**config.mk**
```make
export PLATFORM = sky130hd
export DESIGN_NAME = control_unit
export DESIGN_NICKNAME = d
export VERILOG_FILES = /design/src/rtl/cpu_pkg.sv /design/src/rtl/cu_decode.sv /design/src/rtl/control_unit.sv
export SDC_FILE = /design/constraint.sdc
export NUM_CORES = 1
export LEC_CHECK = 0
export ABC_AREA = 0
export CAP_MARGIN = 20
export CORE_MARGIN = 4
export CORE_UTILIZATION = 41
export DETAILED_ROUTE_END_ITERATION = 10
export PLACE_DENSITY = 0.82
export SETUP_SLACK_MARGIN = 0.15
export SYNTH_ARGS = -nofsm -noshare
export SYNTH_HDL_FRONTEND = slang
export SYNTH_SLANG_ARGS = --single-unit
```
**constraint.sdc**
```tcl
create_clock -name Clock -period 3.6 [get_ports Clock]
set_input_delay 0.9 -clock Clock [delete_from_list [all_inputs] [get_ports Clock]]
set_output_delay 0.9 -clock Clock [all_outputs]
set_load 0.1 [all_outputs]
```
**src/rtl/cpu_pkg.sv**
```systemverilog
// Shared definitions for the CPU control path.
// Holds the opcode map (IR[31:27]), the control FSM state encoding and the
// instruction-class enum produced by cu_decode and consumed by control_unit.
// Opcode 10100 (jal) is reserved and decodes as illegal.
package cpu_pkg;

  typedef logic [4:0] op_t;

  localparam op_t OpLd     = 5'b00000;
  localparam op_t OpLdi    = 5'b00001;
  localparam op_t OpSt     = 5'b00010;
  localparam op_t OpAdd    = 5'b00011;
  localparam op_t OpSub    = 5'b00100;
  localparam op_t OpAnd    = 5'b00101;
  localparam op_t OpOr     = 5'b00110;
  localparam op_t OpShr    = 5'b00111;
  localparam op_t OpShl    = 5'b01000;
  localparam op_t OpRor    = 5'b01001;
  localparam op_t OpRol    = 5'b01010;
  localparam op_t OpAddi   = 5'b01011;
  localparam op_t OpAndi   = 5'b01100;
  localparam op_t OpOri    = 5'b01101;
  localparam op_t OpMul    = 5'b01110;
  localparam op_t OpDiv    = 5'b01111;
  localparam op_t OpNeg    = 5'b10000;
  localparam op_t OpNot    = 5'b10001;
  localparam op_t OpBranch = 5'b10010;
  localparam op_t OpJr     = 5'b10011;
  localparam op_t OpIn     = 5'b10101;
  localparam op_t OpOut    = 5'b10110;
  localparam op_t OpMfhi   = 5'b10111;
  localparam op_t OpMflo   = 5'b11000;
  localparam op_t OpNop    = 5'b11001;
  localparam op_t OpHalt   = 5'b11010;

  typedef enum logic [3:0] {
    StReset,
    StT0,
    StT1,
    StT2,
    StT3,
    StT4,
    StT5,
    StT6,
    StT7,
    StHalt
  } state_e;

  typedef enum logic [3:0] {
    ClsAlu,     // reg-reg ALU
    ClsImm,     // addi/andi/ori
    ClsLd,
    ClsLdi,
    ClsSt,
    ClsMulDiv,
    ClsMfhi,
    ClsMflo,
    ClsIn,
    ClsOut,
    ClsJr,
    ClsBranch,
    ClsNop,
    ClsHalt     // halt opcode and anything illegal
  } instr_cls_e;

endpackage

```
**src/rtl/cu_decode.sv**
```systemverilog
// Combinational opcode-to-class decoder for the control unit.
// Ports:
//   op      - opcode field IR[31:27]
//   cls     - instruction class (ClsHalt for halt and illegal opcodes)
//   illegal - high for any opcode the unit does not implement
// Macro CU_MULDIV_EN: when undefined, mul/div/mfhi/mflo decode as illegal.
module cu_decode
  import cpu_pkg::*;
(
  input  logic [4:0] op,
  output instr_cls_e cls,
  output logic       illegal
);

  always_comb begin
    cls     = ClsHalt;
    illegal = 1'b0;
    case (op)
      OpAdd, OpSub, OpAnd, OpOr, OpShr, OpShl, OpRor, OpRol, OpNeg, OpNot: cls = ClsAlu;
      OpAddi, OpAndi, OpOri: cls = ClsImm;
      OpLd:     cls = ClsLd;
      OpLdi:    cls = ClsLdi;
      OpSt:     cls = ClsSt;
      OpIn:     cls = ClsIn;
      OpOut:    cls = ClsOut;
      OpJr:     cls = ClsJr;
      OpBranch: cls = ClsBranch;
      OpNop:    cls = ClsNop;
      OpHalt:   cls = ClsHalt;
`ifdef CU_MULDIV_EN
      OpMul, OpDiv: cls = ClsMulDiv;
      OpMfhi:       cls = ClsMfhi;
      OpMflo:       cls = ClsMflo;
`else
      OpMul, OpDiv, OpMfhi, OpMflo: illegal = 1'b1;
`endif
      default: illegal = 1'b1;
    endcase
  end

endmodule

```
**src/rtl/control_unit.sv**
```systemverilog
// Moore-style control FSM for a bus-based 32-bit CPU datapath.
// Sequence: RESET -> T0..T2 (fetch) -> T3..T7 (execute, class dependent) -> T0,
// or HALT on halt/illegal opcode or a pending Stop request.
// Ports:
//   Clock, clear      - clock and synchronous active-high reset
//   IR, CON_FF, Stop  - instruction register, branch flag, halt request
//   Run               - high unless halted
//   Gra..BAout        - register select and strobes
//   PCout..Cout       - bus drivers (at most one per state)
//   PCin..Outportin   - register loads
//   Read/Write/IncPC  - memory and PC controls
//   opcode            - ALU operation during ALU steps, otherwise 0
// Macro CU_MULDIV_EN enables mul/div/mfhi/mflo; undefined keeps HI/LO strobes at 0.
module control_unit
  import cpu_pkg::*;
#(
  parameter int unsigned OPW = 5
) (
  input  logic           Clock,
  input  logic           clear,
  input  logic [31:0]    IR,
  input  logic           CON_FF,
  input  logic           Stop,
  output logic           Run,
  output logic           Gra,
  output logic           Grb,
  output logic           Grc,
  output logic           Rin,
  output logic           Rout,
  output logic           BAout,
  output logic           PCout,
  output logic           MDRout,
  output logic           Zhighout,
  output logic           Zlowout,
  output logic           HIout,
  output logic           LOout,
  output logic           Inportout,
  output logic           Cout,
  output logic           PCin,
  output logic           IRin,
  output logic           MARin,
  output logic           MDRin,
  output logic           Yin,
  output logic           Zin,
  output logic           HIin,
  output logic           LOin,
  output logic           CONin,
  output logic           Outportin,
  output logic           Read,
  output logic           Write,
  output logic           IncPC,
  output logic [OPW-1:0] opcode
);

  state_e     state_q, state_d;
  logic       stop_q;
  op_t        op_q;
  op_t        cur_op;
  instr_cls_e cls;
  logic       illegal;
  logic       last;
  logic       unused_ir;

  assign unused_ir = ^IR[26:0];

  // IR is loaded on the T2 edge, so it is read live in T3 and held from then on.
  assign cur_op = (state_q == StT3) ? IR[31:27] : op_q;

  cu_decode u_decode (
    .op      (cur_op),
    .cls     (cls),
    .illegal (illegal)
  );

  always_ff @(posedge Clock) begin
    if (clear) begin
      state_q <= StReset;
      stop_q  <= 1'b0;
      op_q    <= OpNop;
    end else begin
      state_q <= state_d;
      stop_q  <= stop_q | Stop;
      if (state_q == StT3) begin
        op_q <= IR[31:27];
      end
    end
  end

  always_comb begin
    state_d   = state_q;
    last      = 1'b0;
    Run       = 1'b1;
    Gra       = 1'b0;
    Grb       = 1'b0;
    Grc       = 1'b0;
    Rin       = 1'b0;
    Rout      = 1'b0;
    BAout     = 1'b0;
    PCout     = 1'b0;
    MDRout    = 1'b0;
    Zhighout  = 1'b0;
    Zlowout   = 1'b0;
    HIout     = 1'b0;
    LOout     = 1'b0;
    Inportout = 1'b0;
    Cout      = 1'b0;
    PCin      = 1'b0;
    IRin      = 1'b0;
    MARin     = 1'b0;
    MDRin     = 1'b0;
    Yin       = 1'b0;
    Zin       = 1'b0;
    HIin      = 1'b0;
    LOin      = 1'b0;
    CONin     = 1'b0;
    Outportin = 1'b0;
    Read      = 1'b0;
    Write     = 1'b0;
    IncPC     = 1'b0;
    opcode    = '0;

    case (state_q)
      StReset: last = 1'b1;
      StT0: begin
        PCout = 1'b1; MARin = 1'b1; IncPC = 1'b1; Zin = 1'b1;
        state_d = StT1;
      end
      StT1: begin
        Zlowout = 1'b1; PCin = 1'b1; Read = 1'b1; MDRin = 1'b1;
        state_d = StT2;
      end
      StT2: begin
        MDRout = 1'b1; IRin = 1'b1;
        state_d = StT3;
      end
      StT3: begin
        if (illegal) begin
          state_d = StHalt;
        end else begin
          case (cls)
            ClsAlu, ClsImm: begin
              Grb = 1'b1; Rout = 1'b1; Yin = 1'b1; state_d = StT4;
            end
            ClsLd, ClsLdi, ClsSt: begin
              Grb = 1'b1; BAout = 1'b1; Yin = 1'b1; state_d = StT4;
            end
            ClsMulDiv: begin
              Gra = 1'b1; Rout = 1'b1; Yin = 1'b1; state_d = StT4;
            end
            ClsMfhi:   begin Gra = 1'b1; Rin = 1'b1; HIout = 1'b1; last = 1'b1; end
            ClsMflo:   begin Gra = 1'b1; Rin = 1'b1; LOout = 1'b1; last = 1'b1; end
            ClsIn:     begin Gra = 1'b1; Rin = 1'b1; Inportout = 1'b1; last = 1'b1; end
            ClsOut:    begin Gra = 1'b1; Rout = 1'b1; Outportin = 1'b1; last = 1'b1; end
            ClsJr:     begin Gra = 1'b1; Rout = 1'b1; PCin = 1'b1; last = 1'b1; end
            ClsBranch: begin
              Gra = 1'b1; Rout = 1'b1; CONin = 1'b1; state_d = StT4;
            end
            ClsNop:    last = 1'b1;
            default:   state_d = StHalt;
          endcase
        end
      end
      StT4: begin
        case (cls)
          ClsAlu: begin
            Grc = 1'b1; Rout = 1'b1; Zin = 1'b1; opcode = OPW'(cur_op); state_d = StT5;
          end
          ClsImm: begin
            Cout = 1'b1; Zin = 1'b1; opcode = OPW'(cur_op); state_d = StT5;
          end
          ClsLd, ClsLdi, ClsSt: begin
            Cout = 1'b1; Zin = 1'b1; opcode = OPW'(OpAdd); state_d = StT5;
          end
          ClsMulDiv: begin
            Grb = 1'b1; Rout = 1'b1; Zin = 1'b1; opcode = OPW'(cur_op); state_d = StT5;
          end
          ClsBranch: begin
            PCout = 1'b1; Yin = 1'b1; state_d = StT5;
          end
          default: state_d = StHalt;
        endcase
      end
      StT5: begin
        case (cls)
          ClsAlu, ClsImm, ClsLdi: begin
            Zlowout = 1'b1; Gra = 1'b1; Rin = 1'b1; last = 1'b1;
          end
          ClsLd, ClsSt: begin
            Zlowout = 1'b1; MARin = 1'b1; state_d = StT6;
          end
          ClsMulDiv: begin
            Zlowout = 1'b1; LOin = 1'b1; state_d = StT6;
          end
          ClsBranch: begin
            Cout = 1'b1; Zin = 1'b1; opcode = OPW'(OpAdd); state_d = StT6;
          end
          default: state_d = StHalt;
        endcase
      end
      StT6: begin
        case (cls)
          ClsLd:     begin Read = 1'b1; MDRin = 1'b1; state_d = StT7; end
          ClsSt:     begin Gra = 1'b1; Rout = 1'b1; MDRin = 1'b1; state_d = StT7; end
          ClsMulDiv: begin Zhighout = 1'b1; HIin = 1'b1; last = 1'b1; end
          ClsBranch: begin Zlowout = 1'b1; PCin = CON_FF; last = 1'b1; end
          default:   state_d = StHalt;
        endcase
      end
      StT7: begin
        case (cls)
          ClsLd:   begin MDRout = 1'b1; Gra = 1'b1; Rin = 1'b1; last = 1'b1; end
          ClsSt:   begin Write = 1'b1; last = 1'b1; end
          default: state_d = StHalt;
        endcase
      end
      StHalt: begin
        Run     = 1'b0;
        state_d = StHalt;
      end
      default: state_d = StHalt;
    endcase

    // A Stop seen on this edge or any earlier one diverts the return to fetch.
    if (last) begin
      state_d = (stop_q | Stop) ? StHalt : StT0;
    end

`ifndef CU_MULDIV_EN
    HIin  = 1'b0;
    LOin  = 1'b0;
    HIout = 1'b0;
    LOout = 1'b0;
`endif
  end

endmodule
```
# After elaboration in Yosys (flattened, before gate mapping)
# Cells that the tools add are included.
[classes]
n_eq_ne = 47
mux = 71
bitwise = 1
n_reduce_logical = 22
[ops]
columns = ["operator", "count"]
rows = [
  ["two-way mux 1 bit", 42],
  ["equality test 5 bit, second input constant", 8],
  ["case mux 4 bit (10 select lines)", 1],
  ["case mux 4 bit (9 select lines)", 1],
  ["equality test 4 x 3 -> 1 bit, second input constant", 8],
  ["equality test 5 x 4 -> 1 bit, second input constant", 6],
  ["equality test 4 bit, second input constant", 7],
  ["case mux 4 bit (2 select lines)", 3],
  ["OR reduction 22 bit", 1],
  ["equality test 5 x 3 -> 1 bit, second input constant", 4],
  ["two-way mux 4 bit", 5],
  ["case mux 5 bit (2 select lines)", 2],
  ["OR reduction 6 bit", 3],
  ["equality test 4 x 2 -> 1 bit, second input constant", 4],
  ["case mux 1 bit (2 select lines)", 8],
  ["case mux 1 bit (3 select lines)", 5],
  ["OR reduction 3 bit", 5],
  ["OR reduction 7 bit", 2],
  ["equality test 5 x 2 -> 1 bit, second input constant", 2],
  ["OR reduction 10 bit", 1],
  ["inequality test 3 bit, second input constant", 3],
  ["equality test 4 x 1 -> 1 bit, second input constant", 2],
  ["logical NOT 4 bit", 2],
  ["OR reduction 4 bit", 2],
  ["12 further kinds", 14],
]
[word_totals]
reg_bits = 10
input_bits = 36
output_inout_bits = 33
elab_cells = 144

# Depth between registers and ports, before layout
[logic_depth]
depth_word = 12
depth_mapped = 8

# By module
# A second synthesis with hierarchy kept.
[hier_totals]
cells_unflattened = 205
area_unflattened_um2 = 1363.8
[modules_own_cells]
columns = ["module", "n_inst", "cells_each", "area_per_inst_um2", "seq_area_each_um2"]
rows = [
  ["control_unit", 1, 183, 1209.9, 200.2],
  ["cu_decode", 1, 22, 153.9, 0.0],
]

# Least setup slack after synthesis
# No wires, ideal clock.
[synth_timing]
kind = "input to output"
startpoint = "input port IR[29]"
endpoint = "output port Cout"
arrival_ns = 4.580
path_slack_ns = -1.880
path_stages = 7
path_buffers = 1
path_cell_list = "clkbuf_1 and2_1 o21ai_0 nand3_1 inv_1 o21ai_0 o21ai_0"
[synth_via]
elab_chain_cells = 8
[synth_lines]
columns = ["element", "line", "text"]
rows = [
  ["from (decl)", "control_unit.sv:21", "input logic [31:0] IR,"],
  ["two-way mux 5 bit (*)", "-", ""],
  ["equality test 5 x 2 -> 1 bit (tied with other cells)", "cu_decode.sv:18", "case (op)"],
  ["OR reduction 10 bit / OR reduction 3 bit (equally long branches)", "-", ""],
  ["case mux 4 bit (10 select lines) (*)", "cu_decode.sv:18", ""],
  ["equality test 4 x 3 -> 1 bit (tied with other cells)", "control_unit.sv:164", "case (cls)"],
  ["OR reduction 4 bit (no source line)", "-", ""],
  ["two-way mux 1 bit", "control_unit.sv:164", ""],
  ["case mux 1 bit (2 select lines) (*)", "control_unit.sv:122", "case (state_q)"],
  ["to (decl)", "control_unit.sv:38", "output logic Cout,"],
]
# Every way passes the cells marked *; elsewhere a longest branch is shown, timed or not.

# Final worst setup path
[layout_timing]
startpoint = "register state_q[0]"
endpoint = "output port Rout"
[layout_via]
elab_chain_cells = 10
[layout_lines]
columns = ["element", "line", "text"]
rows = [
  ["from (decl)", "control_unit.sv:55", "state_e state_q, state_d;"],
  ["from (signal assigned)", "control_unit.sv:77", "state_q <= StReset;"],
  ["from (signal assigned)", "control_unit.sv:81", "state_q <= state_d;"],
  ["equality test 4 x 3 -> 1 bit", "control_unit.sv:67, control_unit.sv:122", ""],
  ["two-way mux 5 bit", "-", ""],
  ["equality test 5 x 2 -> 1 bit (tied with other cells)", "cu_decode.sv:18", ""],
  ["OR reduction 10 bit / OR reduction 3 bit (equally long branches)", "-", ""],
  ["case mux 4 bit (10 select lines)", "cu_decode.sv:18", ""],
  ["equality test 4 bit (tied with other cells)", "control_unit.sv:140", "case (cls)"],
  ["OR reduction 6 bit (no source line)", "-", ""],
  ["two-way mux 1 bit", "control_unit.sv:140", ""],
  ["two-way mux 1 bit", "control_unit.sv:137", "if (illegal) begin"],
  ["case mux 1 bit (3 select lines) (*)", "control_unit.sv:122", ""],
  ["to (decl)", "control_unit.sv:29", "output logic Rout,"],
]
# Marked as above.

==> summary.md <==
| Metric | Value |
|---|---|
| Leading cell types by count after synthesis | 22 x sky130_fd_sc_hd__nor2_1, 20 x sky130_fd_sc_hd__o21ai_0, 18 x sky130_fd_sc_hd__nand2_1, 14 x sky130_fd_sc_hd__a21oi_1, 12 x sky130_fd_sc_hd__inv_1 |
| Count of endpoints failing setup in the final report | 0 |
| Main synth FF type | sky130_fd_sc_hd__dfxtp_1 |
| Number of synthesis warnings | 0 |
| Clock share of power | 0.187 |
| Antenna cell count | 0 |
| Final Instance Count excl. Fillers | between 300 and 400 |
| Wire length of the first global-routing pass | 8.680 mm |
| Number of rows in the core area | 20 |
| Combinational Power Share | 0.594 |
| Count of max-cap constraint violations | 0 |
| Total die area | around 0.0044 mm² |
| P_int | 286.2 µW |
| Highest Clock Rate | roughly 280 MHz |
| Initial antenna violation count | 0 |
| Sw Share | 0.4956 |
| Maximum level of the CTS H-tree | 1 |
| Sum Neg Setup Slack | 0 ns |
| Gate count of the mapped netlist | 210 |
| Global-route usage over all layers | 0.2554 |
| Core footprint | 0.003153 mm² |
| Type of the worst setup path | flop to output pin |
| Result of the run | finished clean |
| Number of cells in the design after placement | a little over 300 |
| Clock Pin Slew Worst Setup and Hold Paths | 0.08 ns |
| Share of the yosys chip area belonging to registers | 0.1434 |
| Leading post-synthesis cells by cell area | sky130_fd_sc_hd__dfxtp_1 14%, sky130_fd_sc_hd__o21ai_0 7.2%, sky130_fd_sc_hd__nor2_1 5.9% |
| Overall overflow remaining after global route | 0 |
| Class of the most critical hold timing path | flop to flop |
| Worst supply voltage drop on vdd | 0.0002662 V |
| Library cell occupying the most area in the post-synthesis netlist | sky130_fd_sc_hd__dfxtp_1 |
| Layout cells sized above 1 | 0.4393 |
| Number of search-and-repair iterations in the first detailed-routing pass | 5 |
| Switch Pwr | 281.2 µW |
| Final count of pins violating max slew | 0 |
| Number of buffers inserted during clock tree synthesis | 3 |
| Filler cell count in the final layout | 193 |
| Count of unique library cells instantiated by Yosys | 54 |
| Power density over the cells | 225.8 mW/mm² |
| Critical Path End Type | output pin |
| Starting density of the core | 0.4429 |
| Share of the clock period used by the worst path after layout | 0.9842 |
| DRC marker count from the first detailed-route iteration | 317 |
| Final-report hold violation count | 0 |
| Detailed Route WL | 6.240 mm |
| Clk_lat worst skew | 0.28 ns |
| Number of global-route vias before repair | 1896 |
| Routed WL per cell | around 19 µm |
| Antenna viol nets, final | 0 |
| Most common cell in the netlist | sky130_fd_sc_hd__nor2_1 |
| Share of power burned in registers | 0.219 |
| Placer Congestion | 0.9752 |
| Die extent in y | approximately 66 µm |
| Syn avg cell area | 6.649 µm² |
| Area delta synth->final | 79.93% |
| Number of vias in the routed layout | a little over 2k |
| Share of the synthesized area in the top cell type | 0.1434 |
| Largest net degree at the start of global routing | 16 |
| Buffer depth of the longest clock path | 2 |
| Arrival time at the worst endpoint | 2.64 ns |
| Number of nets in the finished design | 317 |
| Final routed DRC violation total | 0 |
| Kind of start point of the critical path | flop |
| Number of sinks handled by clock tree synthesis | 10 |
| Vias per cell | 6.392 |
| RSZ-0062 raised after global routing | yes |
| Static leakage | 1.065 nW |
| Crit path required time | 2.70 ns |
| Layout Skew | 0.009418 ns |
| Number of port buffers | 36 |
| Clock tree from TritonCTS | done |
| Fraction of synthesis flops using an asynchronous set or reset pin | 0 |
| Die extent in x | 66.36 µm |
| Final period demand of the worst path | roughly 3.5 ns |
| Count of state elements after synthesis | 10 |
| Post-synth EDFFs | 0 |
| Critical path peak fanout | 14 |
| Cell at the root of the clock tree | sky130_fd_sc_hd__clkbuf_4 |
| Ports | 69 |
| Synthesized cell area | 0.001396 mm² |
| Placed wire-length estimate | roughly 3.8 mm |
| Hold_buf cts | 0 |
[stage by stage]
step	worst slack, ns	util	power (mW)	instance area (µm²)	hold slack, ns
3_3_place_gp	-0.2348	0.7341	0.4405	2315	0.4583
2_1_floorplan	-0.4717	-	0.3523	1548	0.4460
4_1_cts	0.1432	0.7611	0.5524	2400	0.4787
3_5_place_dp	-0.2751	0.7341	0.4473	2315	0.4627
5_1_grt	-0.05252	0.7968	0.5849	2512	0.5157
6_report	0.05695	0.7968	0.5674	2512	0.4735
[worst paths after layout]
kind                                  from         end  slack [ns]  depth (start not counted)
worst max-delay path            state_q[0]        Rout        0.06                          7
worst min register to register      stop_q      stop_q        0.47                          2
worst min-delay path                stop_q      stop_q        0.47                          2
worst max register to register  state_q[3]  state_q[3]        1.08                          9
[state kept, by name, indices dropped and copies added (netlist names)]
name,cells
op_q,5
state_q,4
stop_q,1
[cells by family after synthesis]
group | Yosys count | share of synthesized area
multiplexers | 11 | 0.09588
XOR/XNOR | 2 | 0.01255
AO/OA/AOI/OAI | 57 | 0.2509
AND/OR/NAND/NOR | 95 | 0.3674
flip-flops | 10 | 0.1434
other | 1 | 0.002686
buffers and inverters | 34 | 0.1272
[power by group through the flow]
stage	combinational, mW	clock, mW	sequential [mW]
finish	0.337	0.106	0.124
CTS	0.325	0.105	0.122
floorplan	0.227	0	0.126
global route	0.351	0.110	0.124
global placement	0.317	0	0.124
detailed placement	0.323	0	0.125
[metal layers]
layer  vias to the layer above  routed length, µm  track usage
met4                         0                436       0.1751
li1                        890                  -            -
met3                        62                785      0.02891
met2                       188               2909       0.4399
met1                       931               2109       0.2904
met5                         -                  0            0
[critical path: stages (launching register included)]
cell and delay (ns):
sky130_fd_sc_hd__dfxtp_1 0.33, sky130_fd_sc_hd__or4b_4 0.55, sky130_fd_sc_hd__buf_12 0.17, sky130_fd_sc_hd__mux2i_4 0.22, sky130_fd_sc_hd__o211ai_1 0.47, sky130_fd_sc_hd__inv_1 0.17, sky130_fd_sc_hd__o2111ai_4 0.24, sky130_fd_sc_hd__buf_12 0.21
[placed cells by master (no fill, tap or decap), types with 2 or more instances in the layout]
| cell type | synthesis | layout |
|---|---|---|
| sky130_fd_sc_hd__buf_4 | 6 | 47 |
| sky130_fd_sc_hd__buf_12 | 0 | 26 |
| sky130_fd_sc_hd__nor2_1 | 22 | 21 |
| sky130_fd_sc_hd__nand2_1 | 18 | 17 |
| sky130_fd_sc_hd__a21oi_1 | 14 | 13 |
| sky130_fd_sc_hd__inv_1 | 12 | 11 |
| sky130_fd_sc_hd__dfxtp_1 | 10 | 10 |
| sky130_fd_sc_hd__o21ai_0 | 20 | 9 |
| sky130_fd_sc_hd__nor3_1 | 9 | 8 |
| sky130_fd_sc_hd__o21ai_2 | 0 | 7 |
| sky130_fd_sc_hd__or3_1 | 7 | 6 |
| sky130_fd_sc_hd__nand3_1 | 8 | 5 |
| sky130_fd_sc_hd__nand2b_1 | 5 | 5 |
| sky130_fd_sc_hd__and3_1 | 5 | 5 |
| sky130_fd_sc_hd__conb_1 | 1 | 5 |
| sky130_fd_sc_hd__o21ai_1 | 2 | 4 |
| sky130_fd_sc_hd__mux2i_1 | 7 | 4 |
| sky130_fd_sc_hd__buf_2 | 1 | 4 |
| sky130_fd_sc_hd__or4b_1 | 5 | 3 |
| sky130_fd_sc_hd__mux2i_2 | 0 | 3 |
| sky130_fd_sc_hd__a31oi_1 | 3 | 3 |
| sky130_fd_sc_hd__clkbuf_4 | 1 | 3 |
| sky130_fd_sc_hd__clkdlybuf4s50_1 | 0 | 3 |
| sky130_fd_sc_hd__nor3b_1 | 2 | 2 |
| sky130_fd_sc_hd__or4b_4 | 0 | 2 |
| sky130_fd_sc_hd__mux2i_4 | 1 | 2 |
| sky130_fd_sc_hd__or2_2 | 2 | 2 |
| sky130_fd_sc_hd__o21a_2 | 1 | 2 |
| sky130_fd_sc_hd__a211oi_1 | 2 | 2 |
| sky130_fd_sc_hd__o21ai_4 | 0 | 2 |
| sky130_fd_sc_hd__nand3_2 | 0 | 2 |
| sky130_fd_sc_hd__mux2_4 | 2 | 2 |
| sky130_fd_sc_hd__xnor2_1 | 2 | 2 |
| sky130_fd_sc_hd__buf_6 | 3 | 2 |
[final cells by class]
cell class | instances | area, µm² | area share
timing repair buffer | 83 | 954.7 | 0.3800
multi-input combinational | 171 | 1217 | 0.4846
clock buffer | 4 | 36.28 | 0.01444
inverter | 12 | 48.80 | 0.01942
tap | 44 | 55.05 | 0.02191
sequential | 10 | 200.2 | 0.07968
[repair_timing]
item                       CTS  global route
gates cloned                 0             2
pin swaps                    3             5
setup buffers                2             6
setup endpoints to repair   21            15
resized for setup           29            13
Power figures use the tool's default switching activity.
